### config.mk
export PLATFORM = sky130hd
export DESIGN_NAME = multi_request_unit
export DESIGN_NICKNAME = d
export VERILOG_FILES = /design/src/rtl/multi_request_unit.sv
export SDC_FILE = /design/constraint.sdc
export NUM_CORES = 1
export LEC_CHECK = 0
export CORE_AREA = 3 3 155 157
export DETAILED_ROUTE_END_ITERATION = 8
export DIE_AREA = 0 0 158 160
export PLACE_DENSITY = 0.49
export SYNTH_ARGS = -nofsm -noshare
export SYNTH_HDL_FRONTEND = slang
export SYNTH_SLANG_ARGS = --single-unit
### constraint.sdc
create_clock -name clk -period 10.7 [get_ports clk]
set_clock_uncertainty 0.05 [all_clocks]
set_input_delay 2.675 -clock clk [delete_from_list [all_inputs] [get_ports clk]]
set_output_delay 2.675 -clock clk [all_outputs]
set_load 0.02 [all_outputs]
### src/rtl/multi_request_unit.sv
// Shared-port request sequencer: one instruction fetch, then up to NCH data accesses per
// pipeline step, served round-robin, with a hit-timeout watchdog.
module multi_request_unit #(
    parameter int unsigned AW      = 32,
    parameter int unsigned DW      = 32,
    parameter int unsigned NCH     = 2,
    parameter int unsigned TIMEOUT = 64
) (
    input  logic              clk,
    input  logic              rst,
    input  logic [AW-1:0]     pc,
    input  logic              ihit,
    input  logic [DW-1:0]     instr,
    output logic              iren,
    output logic [AW-1:0]     iaddr,
    output logic [DW-1:0]     instr_q,
    input  logic [NCH-1:0]    ch_rd,
    input  logic [NCH-1:0]    ch_wr,
    input  logic [NCH*AW-1:0] ch_addr,
    input  logic [NCH*DW-1:0] ch_wdata,
    output logic [NCH-1:0]    ch_done,
    output logic [DW-1:0]     rdata,
    input  logic              dhit,
    input  logic [DW-1:0]     dload,
    output logic              dren,
    output logic              dwen,
    output logic [AW-1:0]     daddr,
    output logic [DW-1:0]     dstore,
    output logic              adv,
    output logic              err
);
    localparam int unsigned   SW      = (NCH > 1) ? $clog2(NCH) : 1;
    localparam int unsigned   CW      = (TIMEOUT > 1) ? $clog2(TIMEOUT) : 1;
    localparam logic [CW-1:0] CNT_MAX = CW'(TIMEOUT - 1);
    localparam logic [SW-1:0] LAST_CH = SW'(NCH - 1);

    localparam logic [1:0] FETCH  = 2'd0;
    localparam logic [1:0] DWRITE = 2'd1;
    localparam logic [1:0] DREAD  = 2'd2;

    logic [1:0]     state_q, state_d;
    logic [SW-1:0]  sel_q, sel_d, rr_q, rr_d;
    logic [NCH-1:0] served_q, served_d, wr_done_q, wr_done_d;
    logic [CW-1:0]  cnt_q, cnt_d;
    logic [DW-1:0]  instr_d;

    logic           hit, timeout, complete, adv_c, err_c;
    logic           found_f, found_c;
    logic [SW-1:0]  idx_f, idx_c, ptr_next;
    logic [NCH-1:0] pending, pend_rest, sel_oh, done_c;

    // Returns {found, index} of the first set bit of mask at or after ptr, wrapping at NCH.
    function automatic logic [SW:0] pick(input logic [NCH-1:0] mask, input logic [SW-1:0] ptr);
        logic          found;
        logic [SW-1:0] idx;
        int unsigned   j;
        found = 1'b0;
        idx   = '0;
        for (int unsigned k = 0; k < NCH; k++) begin
            j = (32'(ptr) + k) % NCH;
            if (!found && mask[j]) begin
                found = 1'b1;
                idx   = SW'(j);
            end
        end
        return {found, idx};
    endfunction

    assign pending   = (ch_rd | ch_wr) & ~served_q;
    assign sel_oh    = NCH'(1) << sel_q;
    assign pend_rest = pending & ~sel_oh;
    assign ptr_next  = (sel_q == LAST_CH) ? '0 : sel_q + 1'b1;
    assign {found_f, idx_f} = pick(pending, rr_q);
    assign {found_c, idx_c} = pick(pend_rest, ptr_next);

    // Only the hit relevant to the current phase counts.
    assign hit     = (state_q == FETCH) ? ihit : dhit;
    assign timeout = (TIMEOUT != 0) && !hit && (cnt_q == CNT_MAX);

    always_comb begin
        state_d   = state_q;
        sel_d     = sel_q;
        rr_d      = rr_q;
        served_d  = served_q;
        wr_done_d = wr_done_q;
        instr_d   = instr_q;
        complete  = 1'b0;
        err_c     = 1'b0;
        done_c    = '0;
        case (state_q)
            FETCH: begin
                if (ihit) begin
                    instr_d = instr;
                    if (found_f) begin
                        sel_d   = idx_f;
                        state_d = (ch_wr[idx_f] && !wr_done_q[idx_f]) ? DWRITE : DREAD;
                    end
                end else if (timeout) begin
                    err_c = 1'b1;
                end
            end
            DWRITE, DREAD: begin
                if (dhit) begin
                    if (state_q == DWRITE && ch_rd[sel_q]) begin
                        wr_done_d[sel_q] = 1'b1;
                        state_d          = DREAD;
                    end else begin
                        complete = 1'b1;
                    end
                end else if (timeout) begin
                    served_d = served_q | sel_oh;
                    err_c    = 1'b1;
                    state_d  = FETCH;
                end
            end
            default: state_d = FETCH;
        endcase

        if (complete) begin
            done_c   = sel_oh;
            served_d = served_q | sel_oh;
            rr_d     = ptr_next;
            if (found_c) begin
                sel_d   = idx_c;
                state_d = (ch_wr[idx_c] && !wr_done_q[idx_c]) ? DWRITE : DREAD;
            end else begin
                state_d = FETCH;
            end
        end

        adv_c = (state_d == FETCH) && hit && !timeout;
        if (adv_c) begin
            served_d  = '0;
            wr_done_d = '0;
        end
        cnt_d = (hit || timeout || state_d != state_q) ? '0 : cnt_q + 1'b1;
    end

    always_ff @(posedge clk or posedge rst) begin
        if (rst) begin
            state_q   <= FETCH;
            sel_q     <= '0;
            rr_q      <= '0;
            served_q  <= '0;
            wr_done_q <= '0;
            cnt_q     <= '0;
            instr_q   <= '0;
        end else begin
            state_q   <= state_d;
            sel_q     <= sel_d;
            rr_q      <= rr_d;
            served_q  <= served_d;
            wr_done_q <= wr_done_d;
            cnt_q     <= cnt_d;
            instr_q   <= instr_d;
        end
    end

    // Pulses are suppressed while reset is held so nothing leaks out mid-reset.
    assign iren    = (state_q == FETCH);
    assign iaddr   = iren ? pc : '0;
    assign dwen    = (state_q == DWRITE);
    assign dren    = (state_q == DREAD);
    assign daddr   = (dwen || dren) ? ch_addr[sel_q*AW +: AW] : '0;
    assign dstore  = dwen ? ch_wdata[sel_q*DW +: DW] : '0;
    assign rdata   = (dren && dhit && !rst) ? dload : '0;
    assign ch_done = done_c & {NCH{!rst}};
    assign adv     = adv_c && !rst;
    assign err     = err_c && !rst;
endmodule

* Word level (Yosys, flattened, before mapping) *
Index checks and enable logic that the tools add are counted.

storage, ports and cells
  register bits = 46
  word-level logic and storage cells = 136
  RAM bits = 0
  bits in read-only memories = 0
  output and inout port bits = 167
  bits in latches = 0
  memories kept = 0

cells by class
  div/mod/pow operators = 0
  bitwise gates (word level) = 8
  add/sub/neg operators = 4
  shift operators = 3
  reductions and logical operators = 34
  mux-type cells = 67
  $mul = 0
  $lt $le $gt $ge = 8
  eq/ne operators = 5

operator list
  operator               number
  $mux W32               4
  $shiftx A64 B7 Y32     2
  $mux W1                40
  $mux W2                19
  $lt A1 B2 Y1 const B   7
  $logic_and A1 B1 Y1    13
  $logic_not A1 Y1       7
  $add A6 B1 Y6 const B  1
  $and A2 B2 Y2          3
  $eq A6 B6 Y1 const B   1
  $mux W6                1
  $or A2 B2 Y2           3
  $reduce_and A3 Y1      2
  $reduce_bool A2 Y1     3
  $reduce_bool A3 Y1     2
  $logic_not A2 Y1       2
  $not A2 Y2             2
  $pmux W2 S2            1
  $add A1 B1 Y1 const B  3
  $logic_or A1 B1 Y1     3
  $ne A3 B1 Y1 const B   1
  $eq A2 B1 Y1 const B   1
  $eq A2 B2 Y1 const B   1
  $ne A2 B2 Y1           1
  other kinds (6)        6

* Longest topological paths before layout *
Gate-level depths: netlist of the first run.

  word-level depth = 22
  depth in mapped cells = 10

* Worst setup path before layout of the first run *
Ideal clock, no wire load.

  path type = in2out
  start = in rst
  end = out rdata[10]
  data required time = 7.975 ns
  data arrival time = 4.477 ns
  buffers on the path = 1
  path slack = 3.498 ns
  stages on the path = 4
  cell sequence = inv_1 and3_1 clkbuf_1 and2_1

on the way
  cells in the longest elaborated chain, start to end = 3

RTL lines
  what                 RTL line  source
  start, declared      10        input logic rst,
  $logic_not A1 Y1     166       assign rdata = (dren && dhit && !rst) ? dload : '0;
  $logic_and A1 B1 Y1  166
  $mux W32             166
  end, declared        22        output logic [DW-1:0] rdata,

No other way between the ends.

* Worst setup path in the final report of the first run *
  start = in ch_rd[1]
  end = out adv

on the way
  cells in the longest elaborated chain, start to end = 21

RTL lines
  what                                        RTL line  source
  start, declared                             17        input logic [NCH-1:0] ch_rd,
  $or A2 B2 Y2                                69        assign pending = (ch_rd | ch_wr) & ~served_q;
  $and A2 B2 Y2                               69
  $mux W1 (not written as such) (2 in a row)  61        if (!found && mask[j]) begin
  $mux W1                                     61
  $logic_not A1 Y1                            61
  $logic_and A1 B1 Y1                         61
  $mux W1                                     61
  $mux W1 (not written as such) (2 in a row)  96        state_d = (ch_wr[idx_f] && !wr_done_q[idx_f]) ? DWRITE : DREAD;
  [3 not listed]                              n/a
  $mux W2                                     94        if (found_f) begin
  $mux W2                                     92        if (ihit) begin
  $pmux W2 S2                                 90        case (state_q)
  $mux W2 (*)                                 119       if (complete) begin
  via state_d[0]                              41        logic [1:0] state_q, state_d;
  $logic_not A2 Y1 (*)                        131       adv_c = (state_d == FETCH) && hit && !timeout;
  $logic_and A1 B1 Y1 (*) (2 in a row)        131
  $logic_and A1 B1 Y1 (*)                     168       assign adv = adv_c && !rst;
  end, declared                               29        output logic adv,

Mark *: on every way through the listed nets, which the timed path passes. The rest lies on a longest branch. The select of a mux whose other input is x is not followed.

==> results of run 1 <==
==> registers in the layout, summed over array words and instances (netlist names) <==
name	cells
rr_q	1
sel_q	1
wr_done_q	2
served_q	2
instr_q	32
cnt_q	6
state_q	2
==> worst max-delay path, delay by kind of cell <==
family          cells  cell delay (ns)
compound gates      4             1.34
buf+inv             2             1.11
mux                 1             0.30
simple gates        1             0.21
==> metrics by stage <==
step | utilization | total power [mW] | hold WS [ns] | setup slack (ns)
floorplan | - | 1.06 | 0.426 | 3.50
global route | 0.358 | 1.94 | 0.474 | 2.12
CTS | 0.358 | 1.84 | 0.461 | 2.27
global placement | 0.352 | 1.68 | 0.440 | 2.32
finish | 0.358 | 1.81 | 0.457 | 2.33
detailed placement | 0.352 | 1.68 | 0.445 | 2.28
==> per-layer routing <==
layer  part of all wire  GRT usage  up-vias  routed length [um]
met5             0.0010          0        -                  18
met1               0.38      0.144     1903                6660
met4             0.0040     0.0137        4                  70
met2               0.51      0.239      211                8940
met3               0.10     0.0393       11                1830
li1                   -          -     2129                   -
==> area by class of cell <==
| class | instances | area [um2] | area share |
|---|---|---|---|
| repair buffers | 402 | 4010 | 0.495 |
| multi-input cells | 318 | 2400 | 0.296 |
| flip-flops and latches | 46 | 1150 | 0.142 |
| well taps | 285 | 357 | 0.0440 |
| clock buffers | 5 | 125 | 0.0154 |
| inverters | 9 | 33.8 | 0.00417 |
| clock inverters | 3 | 25.0 | 0.00309 |
==> worst paths after layout <==
check                      cells past startpoint        from          to  slack [ns]
max in group asynchronous                      3         rst       sel_q        7.20
min in group asynchronous                      3         rst  state_q[0]        2.93
min                                            1  instr_q[5]  instr_q[5]        0.46
max                                            8    ch_rd[1]         adv        2.33
min reg2reg                                    1  instr_q[5]  instr_q[5]        0.46
max reg2reg                                    8  state_q[1]    cnt_q[0]        7.62
==> kinds of logic (layout without fill, tap and decap cells) <==
group,count (synthesis),after routing
AND/OR/NAND/NOR,175,175
flip-flops,46,46
buffers and inverters,35,419
AO/OA/AOI/OAI,34,34
multiplexers,100,100
adder cells (fa/ha/maj),5,5
XOR/XNOR,4,4
==> power groups by stage <==
stage / sequential [mW] / clock (mW) / combinational (mW)
floorplan: 0.374 / 0 / 0.690
global route: 0.345 / 0.171 / 1.42
detailed placement: 0.333 / 0 / 1.34
CTS: 0.332 / 0.165 / 1.35
finish: 0.330 / 0.158 / 1.33
global placement: 0.333 / 0 / 1.35
==> placed cells by master, fill, tap and decap left out, types with 2 or more instances in the layout <==
| cell | netlist | layout |
|---|---|---|
| and3_1 | 2 | 2 |
| o21bai_1 | 2 | 2 |
| and2_1 | 67 | 67 |
| mux2i_1 | 66 | 66 |
| a21oi_1 | 8 | 8 |
| nor2_1 | 42 | 41 |
| a31oi_1 | 2 | 2 |
| nand2_1 | 11 | 11 |
| a211oi_1 | 2 | 2 |
| buf_4 | 0 | 4 |
| nand3_1 | 4 | 4 |
| xnor2_1 | 3 | 3 |
| o211ai_1 | 2 | 2 |
| ha_1 | 5 | 5 |
| clkdlybuf4s50_1 | 0 | 398 |
| nor2b_1 | 32 | 32 |
| nor3_1 | 9 | 9 |
| o21ai_0 | 4 | 4 |
| dfrtp_1 | 46 | 45 |
| clkbuf_16 | 0 | 5 |
| inv_2 | 1 | 2 |
| inv_1 | 8 | 7 |
| mux2_2 | 33 | 33 |
==> results.tsv, run 1 <==
metric	value	unit
top cells by area, synth	dfrtp_1 (31%), mux2i_1 (18%), and2_1 (11%)	
post-synth cell types	47	
I/O Pins	399	
Post-Syn Area per Cell	9.24	um2
Die Span Y	160	um
die area	25300	um2
Post-Layout Inst Area	8110	um2
most frequent cell after synthesis	and2_1	
compound-cell area share of the yosys netlist	0.0774	
Post-CTS Hold Buffers	0	
global-route wire length before repair	25500	um
Total Nets Final	1019	
Initial Utilization	0.163	
final WL	17500	um
Adder-Cell Fraction of Synth Area	0.0170	
final hold violation count	0	
Worst Tran Pin Value	0.979	ns
Reg power frac	0.182	
Hold Path Class	reg -> reg	
FFs w/ async S/R, synth	1.00	
P per Cell Area	224	nW/um2
critical path, cell by cell	clkdlybuf4s50_1 > mux2i_2 > o21bai_2 > a41o_1 > a221o_1 > a2111oi_4 > and2_1 > clkdlybuf4s50_1	
main combinational cell family by area after synthesis	multiplexers	
unrepaired setup endpoints after global routing	no	
initial DRC count	151	
Synth top area share	0.312	
Die W	158	um
mux share of post-synthesis cell area	0.284	
Post-DRT Antenna Nets	0	
maxcap violations	0	
Startpoint Class	input port	
sw power	0.800	mW
Post-CTS Setup Bufs	0	
Worst EP required	7.98	ns
core area	22600	um2
Total Routing Usage GR	0.127	
CTS Buffer Depth	2	
DRT Pass-1 Iters	4	
initial antenna violation count	2	
setup TNS	0	ns
Inst Count DP	1060	
# diodes	0	
Switching Fraction	0.441	
FP Rows	55	
slowest stage delay, CP	0.63	ns
Post-Synthesis Cell Area	3680	um2
drc violations	0	
routability cong.	0.783	
Seq/Total Area, Yosys	0.312	
register clock-pin slew on the reported worst setup and hold paths	0.07	ns
Pint	1.01	mW
placed inst area	7960	um2
vias per cell	3.99	
Num CTS Buffers	5	
Slowest cell on crit path	clkdlybuf4s50_1	
clock network power share	0.087	
DPL Wire Length	14500	um
YS warnings	0	
Yosys reg bits	46	
leakage	3.18	nW
synth cell count leaders	and2_1 (67), mux2i_1 (66), dfrtp_1 (46), nor2_1 (42), mux2_2 (33)	
area grow syn2layout	120	%
non-filler cells, final	1068	
Synth Instances	399	
Synth area leader	dfrtp_1	
CP max FO	11	
Port Buffer Count	398	
Critical Path Sink Type	output port	
Filler Cell Count	2314	
Peak Freq	120	MHz
final setup fails	0	
# H-tree levels	2	
Synth Flop Type	dfrtp_1	
Vias	4258	
logic gate share of total power	0.731	
share of layout cells above drive strength 1	0.0728	
largest net degree at the start of global routing	49	
Simple-Gate Fraction of Synth Area	0.262	
Worst-Skew Late Latency	0.28	ns
vias in the first global route	4297	
worst path arrival time	5.64	ns
Overflow after GRT	0	
XOR/XNOR share of the synthesized area	0.00951	
clock sink count	46	
number of synthesized flops with an enable pin	0	
Root Driver	clkbuf_16	
critical path class	in -> out	
fin crit share	0.782	
status	complete, no violations	
Synthesized Nets	636	
routed length per placed instance	16.4	um
most used cell, CP	clkdlybuf4s50_1	
Resize count post-CTS	0	
CTS tree	done	
Pins Over Slew Limit	0	
worst vdd ir	134	uV
Slew HR	0.346	
min cycle time layout	8.37	ns
No activity file was read; power rests on OpenSTA's default activity.
==> run 2: changes to the inputs <==
- CORE_AREA: 3 3 155 157 -> 3 3 156 158
- DIE_AREA: 0 0 158 160 -> 0 0 159 161
- PLACE_DENSITY: 0.49 -> 0.48
- clock period: 10.7 -> 8.6 ns (I/O delays scaled with it)
==> run 2 against run 1 <==
- clock-buffer cell count grew 2
- clock power grew 26%
- die area grew 1.3%
- routed wire length grew 3.8%
- sequential share of layout area shrank 0.070 points
- setup slack lost 1.0 ns
- sequential cell count is the same
- cell area grew 0.49%
- via count shrank 0.42%
- cell count grew 3.2%
- critical path type unchanged
- critical endpoint unchanged
- largest power group unchanged
==> results.tsv, run 2 (synthesis gave the netlist of run 1 again) <==
metric	value	unit	change
min cycle time layout	7.31	ns	
Post-DRT Antenna Nets	0		unchanged
Worst Setup EP	adv		
I/O Pins	399		unchanged
reg2reg end	cnt_q[0]		
# diodes	0		unchanged
Post-Layout Inst Area	8150	um2	+0.49%
Initial Utilization	0.158		-0.00435
final WL	18200	um	+3.8%
Die Span Y	161	um	+0.63%
maxcap violations	0		unchanged
most frequent cells in the layout	clkdlybuf4s50_1 (398), and2_1 (67), mux2i_1 (66)		
Worst EP required	6.40	ns	-1.58 ns
number of flip-flops in the largest register	32		unchanged
CTS tree	done		
most used cell, CP	clkdlybuf4s50_1		
Pins Over Slew Limit	0		unchanged
DPL Wire Length	15000	um	+3.2%
Post-CTS Hold Buffers	0		unchanged
reg2reg path depth	6		-2
setup ws final	1.29	ns	-1.05 ns
routability cong.	0.752		-4.0%
initial antenna violation count	0		-2
fin crit share	0.850		
largest reg by FF count	instr_q		
final hold violation count	0		unchanged
FP Rows	56		+1.8%
Worst Tran Pin Value	1.11	ns	+0.130 ns
critical path, cell by cell	clkdlybuf4s50_1 > mux2i_2 > o21bai_2 > a41o_1 > a221o_1 > a2111oi_4 > and2_1 > clkdlybuf4s50_1		
vias in the first global route	4169		-3.0%
Total Routing Usage GR	0.130		+0.00280
area occupied by multi-input gates	2400	um2	unchanged
critical path's top delay family	compound AO/OA/AOI/OAI gates		
initial DRC count	146		-3.3%
Port Buffer Count	398		unchanged
die area	25600	um2	+1.3%
Slew HR	0.261		-0.0849
leakage	3.18	nW	+0.12%
Place WS	1.26	ns	-1.02 ns
Slowest cell on crit path	clkdlybuf4s50_1		
status	complete, no violations		
routed length per placed instance	16.5	um	+0.55%
slowest stage delay, CP	0.62	ns	about the same
Worst-Skew Late Latency	0.29	ns	about the same
hold_sp	instr_q[22]		
FF-to-FF Start	state_q[1]		
CP max FO	11		unchanged
Post-CTS Setup Bufs	0		unchanged
worst path bufs/invs	2		unchanged
drc violations	0		unchanged
largest net degree at the start of global routing	67		+37%
worst vdd ir	163	uV	+22%
P per Cell Area	278	nW/um2	+24%
flip-flop and latch area	1150	um2	unchanged
global-route wire length before repair	26400	um	+3.5%
unrepaired setup endpoints after global routing	no		
Critical Path Sink Type	output port		
placed inst area	8000	um2	+0.53%
Num CTS Buffers	5		unchanged
Setup crit start	ch_rd[1]		
Hold Path Class	reg -> reg		
core area	23300	um2	+2.7%
Largest regs	instr_q x32, cnt_q x6		
Resize count post-CTS	0		unchanged
Startpoint Class	input port		
WP depth	8		unchanged
Vias	4240		-0.42%
share of layout cells above drive strength 1	0.0715		-0.00128
CTS Buffer Depth	2		unchanged
# H-tree levels	2		unchanged
Filler Cell Count	2423		+4.7%
Overflow after GRT	0		unchanged
commonest non-fill, non-tap cell in the layout	clkdlybuf4s50_1		
Root Driver	clkbuf_16		
clock sink count	46		unchanged
area grow syn2layout	121	%	
register clock-pin slew on the reported worst setup and hold paths	0.06	ns	about the same
Hold Slack	0.454	ns	-0.00348 ns
DRT Pass-1 Iters	4		unchanged
setup TNS	0	ns	unchanged
Die W	159	um	+0.63%
critical path class	in -> out		
Total Nets Final	1019		unchanged
Worst R2R Setup Slack	5.28	ns	-2.34 ns
final setup fails	0		unchanged
worst path arrival time	5.11	ns	-0.53 ns
Peak Freq	137	MHz	
vias per cell	3.85		-3.5%
-- run 2: per-layer routing --
layer	part of all wire	vias to the layer above	GRT usage
li1	-	2124	-
met1	0.39	1921	0.149
met2	0.53	189	0.247
met3	0.073	6	0.0382
met4	0.0045	0	0.0135
met5	0	-	0
-- run 2: area by class of cell --
type                       count  area share
clock buffer                   7      0.0175
timing repair buffer         402       0.492
inverter                       9     0.00414
sequential                    46       0.142
multi-input combinational    318       0.295
tap                          319      0.0490
clock inverter                 1    0.000614
-- run 2: worst min-delay path by stage --
stage / to / slack (ns) / depth (start not counted)
5_1_grt: instr_q[12] / 0.47 / 1
3_5_place_dp: instr_q[27] / 0.44 / 1
6_report: instr_q[22] / 0.45 / 1
3_3_place_gp: instr_q[14] / 0.44 / 1
2_1_floorplan: cnt_q[0] / 0.43 / 1
4_1_cts: instr_q[8] / 0.46 / 1
-- run 2: power by group --
part / total (mW) / internal [mW] / switching, mW
Sequential: 0.382 / 0.314 / 0.0679
Clock: 0.199 / 0.115 / 0.0831
Combinational: 1.68 / 0.842 / 0.842
-- run 2: through the flow --
| stage | power [mW] | utilization | std cells |
|---|---|---|---|
| 2_1_floorplan | 1.32 | - | 399 |
| 3_3_place_gp | 2.10 | 0.344 | 1094 |
| 3_5_place_dp | 2.09 | 0.344 | 1094 |
| 4_1_cts | 2.30 | 0.350 | 1102 |
| 5_1_grt | 2.41 | 0.350 | 1102 |
| 6_report | 2.27 | 0.350 | 1102 |
